===== config.mk =====
export PLATFORM = sky130hd
export DESIGN_NAME = mbus_master_sleep_ctrl_flat
export DESIGN_NICKNAME = d
export VERILOG_FILES = /design/src/rtl/mbus_master_sleep_ctrl_if.sv /design/src/rtl/mbus_master_sleep_ctrl.sv /design/src/flat_wrapper.sv
export SDC_FILE = /design/constraint.sdc
export NUM_CORES = 1
export LEC_CHECK = 0
export CAP_MARGIN = 20
export CORE_MARGIN = 2
export CORE_UTILIZATION = 42
export CTS_CLUSTER_SIZE = 12
export DETAILED_ROUTE_END_ITERATION = 10
export GPL_TIMING_DRIVEN = 0
export PLACE_DENSITY = 0.76
export SLEW_MARGIN = 20
export SYNTH_ARGS = -nofsm -noshare
export SYNTH_HDL_FRONTEND = slang
export SYNTH_SLANG_ARGS = --single-unit

===== constraint.sdc =====
create_clock -name CLK -period 2 [get_ports CLK]
set_clock_uncertainty 0.15 [all_clocks]
set_input_delay 0.4 -clock CLK [delete_from_list [all_inputs] [get_ports CLK]]
set_output_delay 0.4 -clock CLK [all_outputs]
set_load 0.02 [all_outputs]

===== src/rtl/mbus_master_sleep_ctrl_if.sv =====
// Bundle of MBus sleep-controller request and control signals.
// The controller uses the slave modport and the surrounding logic uses the master modport.
interface mbus_master_sleep_ctrl_if #(
  parameter int NUM_WAKEUP = 3
);
  logic                  MBUS_DIN;
  logic                  SLEEP_REQ;
  logic [NUM_WAKEUP-1:0] WAKEUP_REQ;
  logic [NUM_WAKEUP-1:0] WAKEUP_MASK;
  logic                  MBC_SLEEP;
  logic                  MBC_SLEEP_B;
  logic                  MBC_ISOLATE;
  logic                  MBC_ISOLATE_B;
  logic                  MBC_RESET;
  logic                  MBC_RESET_B;
  logic                  SYSTEM_ACTIVE;
  logic                  WAKEUP_REQ_ORED;
  logic [NUM_WAKEUP:0]   WAKE_SRC;
  logic [2:0]            STATE;

  modport slave (
    input  MBUS_DIN, SLEEP_REQ, WAKEUP_REQ, WAKEUP_MASK,
    output MBC_SLEEP, MBC_SLEEP_B, MBC_ISOLATE, MBC_ISOLATE_B,
           MBC_RESET, MBC_RESET_B, SYSTEM_ACTIVE, WAKEUP_REQ_ORED,
           WAKE_SRC, STATE
  );

  modport master (
    output MBUS_DIN, SLEEP_REQ, WAKEUP_REQ, WAKEUP_MASK,
    input  MBC_SLEEP, MBC_SLEEP_B, MBC_ISOLATE, MBC_ISOLATE_B,
           MBC_RESET, MBC_RESET_B, SYSTEM_ACTIVE, WAKEUP_REQ_ORED,
           WAKE_SRC, STATE
  );
endinterface


===== src/rtl/mbus_master_sleep_ctrl.sv =====
// MBus master-layer sleep controller: sequences power gate, isolation and layer reset
// with a programmable dwell per phase, and wakes on masked requests or bus activity.
module mbus_master_sleep_ctrl #(
  parameter int NUM_WAKEUP = 3,
  parameter int PWR_DLY    = 1,
  parameter int RST_DLY    = 1,
  parameter int ISO_DLY    = 1,
  parameter int SLP_DLY    = 1
) (
  input  logic                        CLK,
  input  logic                        RESET,
  mbus_master_sleep_ctrl_if.slave     bus
);

  typedef enum logic [2:0] {
    ASLEEP = 3'd0,
    PWR_UP = 3'd1,
    UNISO  = 3'd2,
    ACTIVE = 3'd3,
    ISO_ON = 3'd4,
    RST_ON = 3'd5
  } state_t;

  localparam int MAX_A   = (PWR_DLY > RST_DLY) ? PWR_DLY : RST_DLY;
  localparam int MAX_B   = (ISO_DLY > SLP_DLY) ? ISO_DLY : SLP_DLY;
  localparam int MAX_DLY = (MAX_A > MAX_B) ? MAX_A : MAX_B;
  localparam int CW      = $clog2(MAX_DLY + 1);

  state_t                r_state;
  logic [CW-1:0]         r_cnt;
  logic [NUM_WAKEUP:0]   r_wakeSrc;
  logic [1:0]            r_sync;
  logic                  r_sleep, r_sleepB, r_iso, r_isoB, r_rst, r_rstB, r_sysActive;

  state_t                w_nextState;
  logic [CW-1:0]         w_nextCnt;
  logic [NUM_WAKEUP:0]   w_nextWakeSrc;
  logic [NUM_WAKEUP-1:0] w_reqMasked;
  logic                  w_ored, w_busWake, w_wake;
  logic                  w_sleepN, w_isoN, w_rstN;

  assign w_reqMasked = bus.WAKEUP_REQ & ~bus.WAKEUP_MASK;
  assign w_ored      = |w_reqMasked;
  assign w_busWake   = ~r_sync[1];
  assign w_wake      = w_ored | (w_busWake & (r_state == ASLEEP));

  // Wake requests take priority over sleep; the powering-up phases ignore both.
  always_comb begin
    w_nextState   = r_state;
    w_nextCnt     = (r_cnt != '0) ? (r_cnt - CW'(1)) : '0;
    w_nextWakeSrc = r_wakeSrc;
    case (r_state)
      ASLEEP: if (w_wake) begin
        w_nextState   = PWR_UP;
        w_nextCnt     = CW'(PWR_DLY - 1);
        w_nextWakeSrc = {w_busWake, w_reqMasked};
      end
      PWR_UP: if (r_cnt == '0) begin
        w_nextState = UNISO;
        w_nextCnt   = CW'(RST_DLY - 1);
      end
      UNISO: if (r_cnt == '0) w_nextState = ACTIVE;
      ACTIVE: if (bus.SLEEP_REQ && !w_ored) begin
        w_nextState = ISO_ON;
        w_nextCnt   = CW'(ISO_DLY - 1);
      end
      ISO_ON: begin
        if (w_ored) begin
          w_nextState = ACTIVE;
        end else if (r_cnt == '0) begin
          w_nextState = RST_ON;
          w_nextCnt   = CW'(SLP_DLY - 1);
        end
      end
      RST_ON: begin
        if (w_ored) begin
          w_nextState = PWR_UP;
          w_nextCnt   = CW'(PWR_DLY - 1);
        end else if (r_cnt == '0) begin
          w_nextState   = ASLEEP;
          w_nextWakeSrc = '0;
        end
      end
      default: w_nextState = ASLEEP;
    endcase
  end

  // Controls are decoded from the next state so the flops track the state register exactly.
  always_comb begin
    w_sleepN = (w_nextState == ASLEEP);
    w_isoN   = (w_nextState inside {ASLEEP, PWR_UP, ISO_ON, RST_ON});
    w_rstN   = (w_nextState inside {ASLEEP, PWR_UP, UNISO, RST_ON});
  end

  always_ff @(posedge CLK) begin
    if (RESET) begin
      r_state     <= ASLEEP;
      r_cnt       <= '0;
      r_wakeSrc   <= '0;
      r_sync      <= 2'b11;
      r_sleep     <= 1'b1;
      r_sleepB    <= 1'b0;
      r_iso       <= 1'b1;
      r_isoB      <= 1'b0;
      r_rst       <= 1'b1;
      r_rstB      <= 1'b0;
      r_sysActive <= 1'b0;
    end else begin
      r_state     <= w_nextState;
      r_cnt       <= w_nextCnt;
      r_wakeSrc   <= w_nextWakeSrc;
      r_sync      <= {r_sync[0], bus.MBUS_DIN};
      r_sleep     <= w_sleepN;
      r_sleepB    <= ~w_sleepN;
      r_iso       <= w_isoN;
      r_isoB      <= ~w_isoN;
      r_rst       <= w_rstN;
      r_rstB      <= ~w_rstN;
      r_sysActive <= ~(w_sleepN & w_isoN);
    end
  end

  assign bus.MBC_SLEEP       = r_sleep;
  assign bus.MBC_SLEEP_B     = r_sleepB;
  assign bus.MBC_ISOLATE     = r_iso;
  assign bus.MBC_ISOLATE_B   = r_isoB;
  assign bus.MBC_RESET       = r_rst;
  assign bus.MBC_RESET_B     = r_rstB;
  assign bus.SYSTEM_ACTIVE   = r_sysActive;
  assign bus.WAKEUP_REQ_ORED = w_ored;
  assign bus.WAKE_SRC        = r_wakeSrc;
  assign bus.STATE           = r_state;

endmodule


===== src/flat_wrapper.sv =====
// flat-port wrapper written by rule: the top's interface ports become plain ports
module mbus_master_sleep_ctrl_flat 
#(
  parameter int NUM_WAKEUP = 3,
  parameter int PWR_DLY    = 1,
  parameter int RST_DLY    = 1,
  parameter int ISO_DLY    = 1,
  parameter int SLP_DLY    = 1
)
  (CLK, RESET, bus_MBUS_DIN, bus_SLEEP_REQ, bus_WAKEUP_REQ, bus_WAKEUP_MASK, bus_MBC_SLEEP, bus_MBC_SLEEP_B, bus_MBC_ISOLATE, bus_MBC_ISOLATE_B, bus_MBC_RESET, bus_MBC_RESET_B, bus_SYSTEM_ACTIVE, bus_WAKEUP_REQ_ORED, bus_WAKE_SRC, bus_STATE);
  mbus_master_sleep_ctrl_if #(.NUM_WAKEUP(NUM_WAKEUP)) bus_i ();
  input  logic CLK;
  input  logic RESET;
  input wire logic [$bits(bus_i.MBUS_DIN)-1:0] bus_MBUS_DIN;
  input wire logic [$bits(bus_i.SLEEP_REQ)-1:0] bus_SLEEP_REQ;
  input wire logic [$bits(bus_i.WAKEUP_REQ)-1:0] bus_WAKEUP_REQ;
  input wire logic [$bits(bus_i.WAKEUP_MASK)-1:0] bus_WAKEUP_MASK;
  output wire logic [$bits(bus_i.MBC_SLEEP)-1:0] bus_MBC_SLEEP;
  output wire logic [$bits(bus_i.MBC_SLEEP_B)-1:0] bus_MBC_SLEEP_B;
  output wire logic [$bits(bus_i.MBC_ISOLATE)-1:0] bus_MBC_ISOLATE;
  output wire logic [$bits(bus_i.MBC_ISOLATE_B)-1:0] bus_MBC_ISOLATE_B;
  output wire logic [$bits(bus_i.MBC_RESET)-1:0] bus_MBC_RESET;
  output wire logic [$bits(bus_i.MBC_RESET_B)-1:0] bus_MBC_RESET_B;
  output wire logic [$bits(bus_i.SYSTEM_ACTIVE)-1:0] bus_SYSTEM_ACTIVE;
  output wire logic [$bits(bus_i.WAKEUP_REQ_ORED)-1:0] bus_WAKEUP_REQ_ORED;
  output wire logic [$bits(bus_i.WAKE_SRC)-1:0] bus_WAKE_SRC;
  output wire logic [$bits(bus_i.STATE)-1:0] bus_STATE;
  assign bus_i.MBUS_DIN = bus_MBUS_DIN;
  assign bus_i.SLEEP_REQ = bus_SLEEP_REQ;
  assign bus_i.WAKEUP_REQ = bus_WAKEUP_REQ;
  assign bus_i.WAKEUP_MASK = bus_WAKEUP_MASK;
  assign bus_MBC_SLEEP = bus_i.MBC_SLEEP;
  assign bus_MBC_SLEEP_B = bus_i.MBC_SLEEP_B;
  assign bus_MBC_ISOLATE = bus_i.MBC_ISOLATE;
  assign bus_MBC_ISOLATE_B = bus_i.MBC_ISOLATE_B;
  assign bus_MBC_RESET = bus_i.MBC_RESET;
  assign bus_MBC_RESET_B = bus_i.MBC_RESET_B;
  assign bus_SYSTEM_ACTIVE = bus_i.SYSTEM_ACTIVE;
  assign bus_WAKEUP_REQ_ORED = bus_i.WAKEUP_REQ_ORED;
  assign bus_WAKE_SRC = bus_i.WAKE_SRC;
  assign bus_STATE = bus_i.STATE;
  mbus_master_sleep_ctrl #(.NUM_WAKEUP(NUM_WAKEUP), .PWR_DLY(PWR_DLY), .RST_DLY(RST_DLY), .ISO_DLY(ISO_DLY), .SLP_DLY(SLP_DLY)) u_core (.CLK(CLK), .RESET(RESET), .bus(bus_i));
endmodule

==> results.sh <==
export IMPL_ys_seq_area_frac=0.444
export IMPL_coreArea_um2=1510
export IMPL_postSynthCellCount=69
export IMPL_viasPerCell=5.75
export IMPL_multiInputGateArea_um2=350
export IMPL_hold_start="u_core.r_sync[0]$_SDFF_PP1_"
export IMPL_wl_per_cell_um=13.3
export IMPL_path_clk_slew_ns=0.08
export IMPL_grt_pass1_vias=610
export IMPL_relSlewSlack=0.549
export IMPL_syn_area_per_cell_um2=9.81
export IMPL_min_path_type="reg2reg"
export IMPL_drt_iter0_markers=11
export IMPL_gr_max_usage_layer="met2"
export IMPL_fin_nets=107
export IMPL_placed_cells=108
export IMPL_syn_area_um2=677
export IMPL_cts_sinks=15
export IMPL_chipHeight_um=44.1
export IMPL_grt_use_met3=0.0531
export IMPL_fin_crit_ns=2.00
export IMPL_synthTopCellsByArea="dfxtp_1, o221a_4, o41a_1, nor2b_4, a32oi_1"
export IMPL_start_kind="primary input"
export IMPL_tns_ns=0
export IMPL_grt_pass1_wl_mm=2.57
export IMPL_initial_utilization=0.449
export IMPL_reg2reg_depth=5
export IMPL_die_w_um=44.1
export IMPL_insertion_delay_ns=0.29
export IMPL_grt_max_degree=10
export IMPL_synth_top_cell_by_area="dfxtp_1"
export IMPL_port_buffers=23
export IMPL_hold_end="u_core.r_sync[1]$_SDFF_PP1_"
export IMPL_status="finished clean"
export IMPL_drive_gt1_frac=0.156
export IMPL_route_detailed_drc=0
export IMPL_finalCritPeriodShare=0.998
export IMPL_hold_viol_final=0
export IMPL_cts_made_buffers=3
export IMPL_final_cells=112
export IMPL_synth_warnings=0
export IMPL_met2_usage=0.338
export IMPL_clk_path_buf_depth=2
export IMPL_syn_to_final_growth_pct=42.5
export IMPL_power_leakage_nw=0.381
export IMPL_htreeDepth=1
export IMPL_dr_total_vias=644
export IMPL_diodes=0
export IMPL_ys_types=28
export IMPL_critPathKind="in2out"
export IMPL_ys_ff_latch=15
export IMPL_fillCellCount=136
export IMPL_yosys_most_used_dff="dfxtp_1"
export IMPL_wl_mm=1.49
export IMPL_path_max_fanout=7
export IMPL_synth_edff_count=0
export IMPL_netlist_area_leader_share=0.444
export IMPL_grt_antenna_before_repair=0
export IMPL_maxCapViolCount=0
export IMPL_gr_total_overflow=0
export IMPL_end_kind="output pin"
export IMPL_rsz0062_at_grt="yes"
export IMPL_fmax_mhz=501
export IMPL_gp_congestion=0.727
export IMPL_cp_arrival_ns=1.45
export IMPL_r2r_slack_ns=0.12
export IMPL_placementRows=14
export IMPL_io_pin_count=25
export IMPL_setup_viol=0
export IMPL_final_area_um2=965
export IMPL_die_area_um2=1950
export IMPL_clockRootBuffer="clkbuf_4"
export IMPL_async_flop_share=0
export IMPL_report_final_slew_viol_count=0
export IMPL_cts_tree="built"
export IMPL_met1_usage=0.183
export IMPL_hpwlAfterDp_mm=1.07
export IMPL_place_area_um2=927
export IMPL_cp_required_ns=1.45
export IMPL_dr_pass1_iters=4
export IMPL_antenna_left=0
export IMPL_r2r_start="u_core.bus.STATE[1]$_SDFF_PP0_"
export IMPL_r2r_end="u_core.bus.MBC_SLEEP_B$_SDFF_PP0_"
export IMPL_holdWs_ns=0.271
export IMPL_worst_pin_slew_ns=0.667
export IMPL_power_density_nw_per_um2=783
export IMPL_grt_usage=0.182
export IMPL_holdPathStages=1
export IMPL_peakVddDrop_mv=0.407
export IMPL_syn_nets=79
export IMPL_regArea_um2=300
[sequential cells by signal, summed over array words and instances (netlist names)]
| signal | count |
|---|---|
| u_core.bus.MBC_RESET_B | 1 |
| u_core.bus.MBC_SLEEP_B | 1 |
| u_core.bus.MBC_ISOLATE | 1 |
| u_core.bus.WAKE_SRC | 4 |
| u_core.bus.MBC_RESET | 1 |
| u_core.bus.STATE | 3 |
| u_core.r_sync | 2 |
| u_core.bus.MBC_SLEEP | 1 |
| u_core.bus.MBC_ISOLATE_B | 1 |
[final cells by class]
| cell class | count | share of cell area |
|---|---|---|
| inverter | 6 | 0.0233 |
| tap | 16 | 0.0208 |
| buffer | 3 | 0.0169 |
| multi-input combinational | 45 | 0.363 |
| timing repair buffer | 23 | 0.237 |
| sequential | 15 | 0.311 |
| clock buffer | 4 | 0.0272 |
[worst max-delay path by stage]
stage                                               from                                end  cells after the start
after detailed placement               bus_WAKEUP_REQ[1]                bus_WAKEUP_REQ_ORED                      5
final                                  bus_WAKEUP_REQ[1]                bus_WAKEUP_REQ_ORED                      5
after global routing                   bus_WAKEUP_REQ[1]                bus_WAKEUP_REQ_ORED                      5
after CTS                             bus_WAKEUP_MASK[2]  u_core.bus.MBC_SLEEP_B$_SDFF_PP0_                      5
after global placement                 bus_WAKEUP_REQ[1]                bus_WAKEUP_REQ_ORED                      5
after floorplan           u_core.bus.STATE[1]$_SDFF_PP0_  u_core.bus.MBC_SLEEP_B$_SDFF_PP0_                      5
[metal layers]
layer,share of wire,routed length (µm)
met2,0.51,766
met1,0.40,590
met5,0,0
met3,0.072,108
met4,0.016,24
[placed cells by master, fill, tap and decap left out, drive strengths merged, types with 2 or more instances in the layout]
cell type and n:
nand3 4, nor2b 5, a21oi 2, clkdlybuf4s50 19, nand2b 2, inv 6
nor3 4, clkbuf 6, dlymetal6s2s 2, nor2 4, o41a 3, a41oi 2
a32oi 3, o221a 3, buf 2, dfxtp 15, or2 2, nand2 2
[critical path, cell delays in order]
cell and delay (ns):
clkdlybuf4s50_1 0.49, nor2b_4 0.25, nor3_2 0.08, inv_1 0.07, buf_2 0.16
[where the power goes]
part,total [W],switching [W],internal (W)
Clock,0.000173,0.0000954,0.0000777
Combinational,0.000238,0.000120,0.000118
Sequential,0.000344,0.0000154,0.000329
Total,0.000756,0.000231,0.000525
[through the flow]
step	power (W)	setup WS [ns]	utilization
2_1_floorplan	0.000488	0.167	-
3_3_place_gp	0.000585	-0.635	0.615
4_1_cts	0.000763	0.0125	0.637
3_5_place_dp	0.000591	-0.624	0.615
6_report	0.000756	0.00343	0.640
5_1_grt	0.000800	-0.0485	0.640
[Yosys cell counts (2+ instances only)]
cell	count
nand2_1	2
dfxtp_1	15
nand3_1	4
or2_2	2
nor2_1	4
a41oi_1	2
o221a_4	2
o41a_1	3
nor3_1	4
nor2b_1	3
nor2b_4	2
a32oi_1	3
inv_1	6
a21oi_1	2
nand2b_1	2
[what timing repair did]
item,in CTS,in global routing
hold buffers,0,0
gates resized for setup,8,2
pin swaps,0,2
buffers inserted,0,0
setup endpoints to repair,2,4
[kinds of logic (layout without fill, tap and decap cells)]
family | after synthesis | count (layout) | synth area share
AND/OR/NAND/NOR | 27 | 27 | 0.240
AO/OA/AOI/OAI | 18 | 18 | 0.259
flip-flops | 15 | 15 | 0.444
buffers and inverters | 9 | 36 | 0.0573
(Power assumes the default switching activity.)
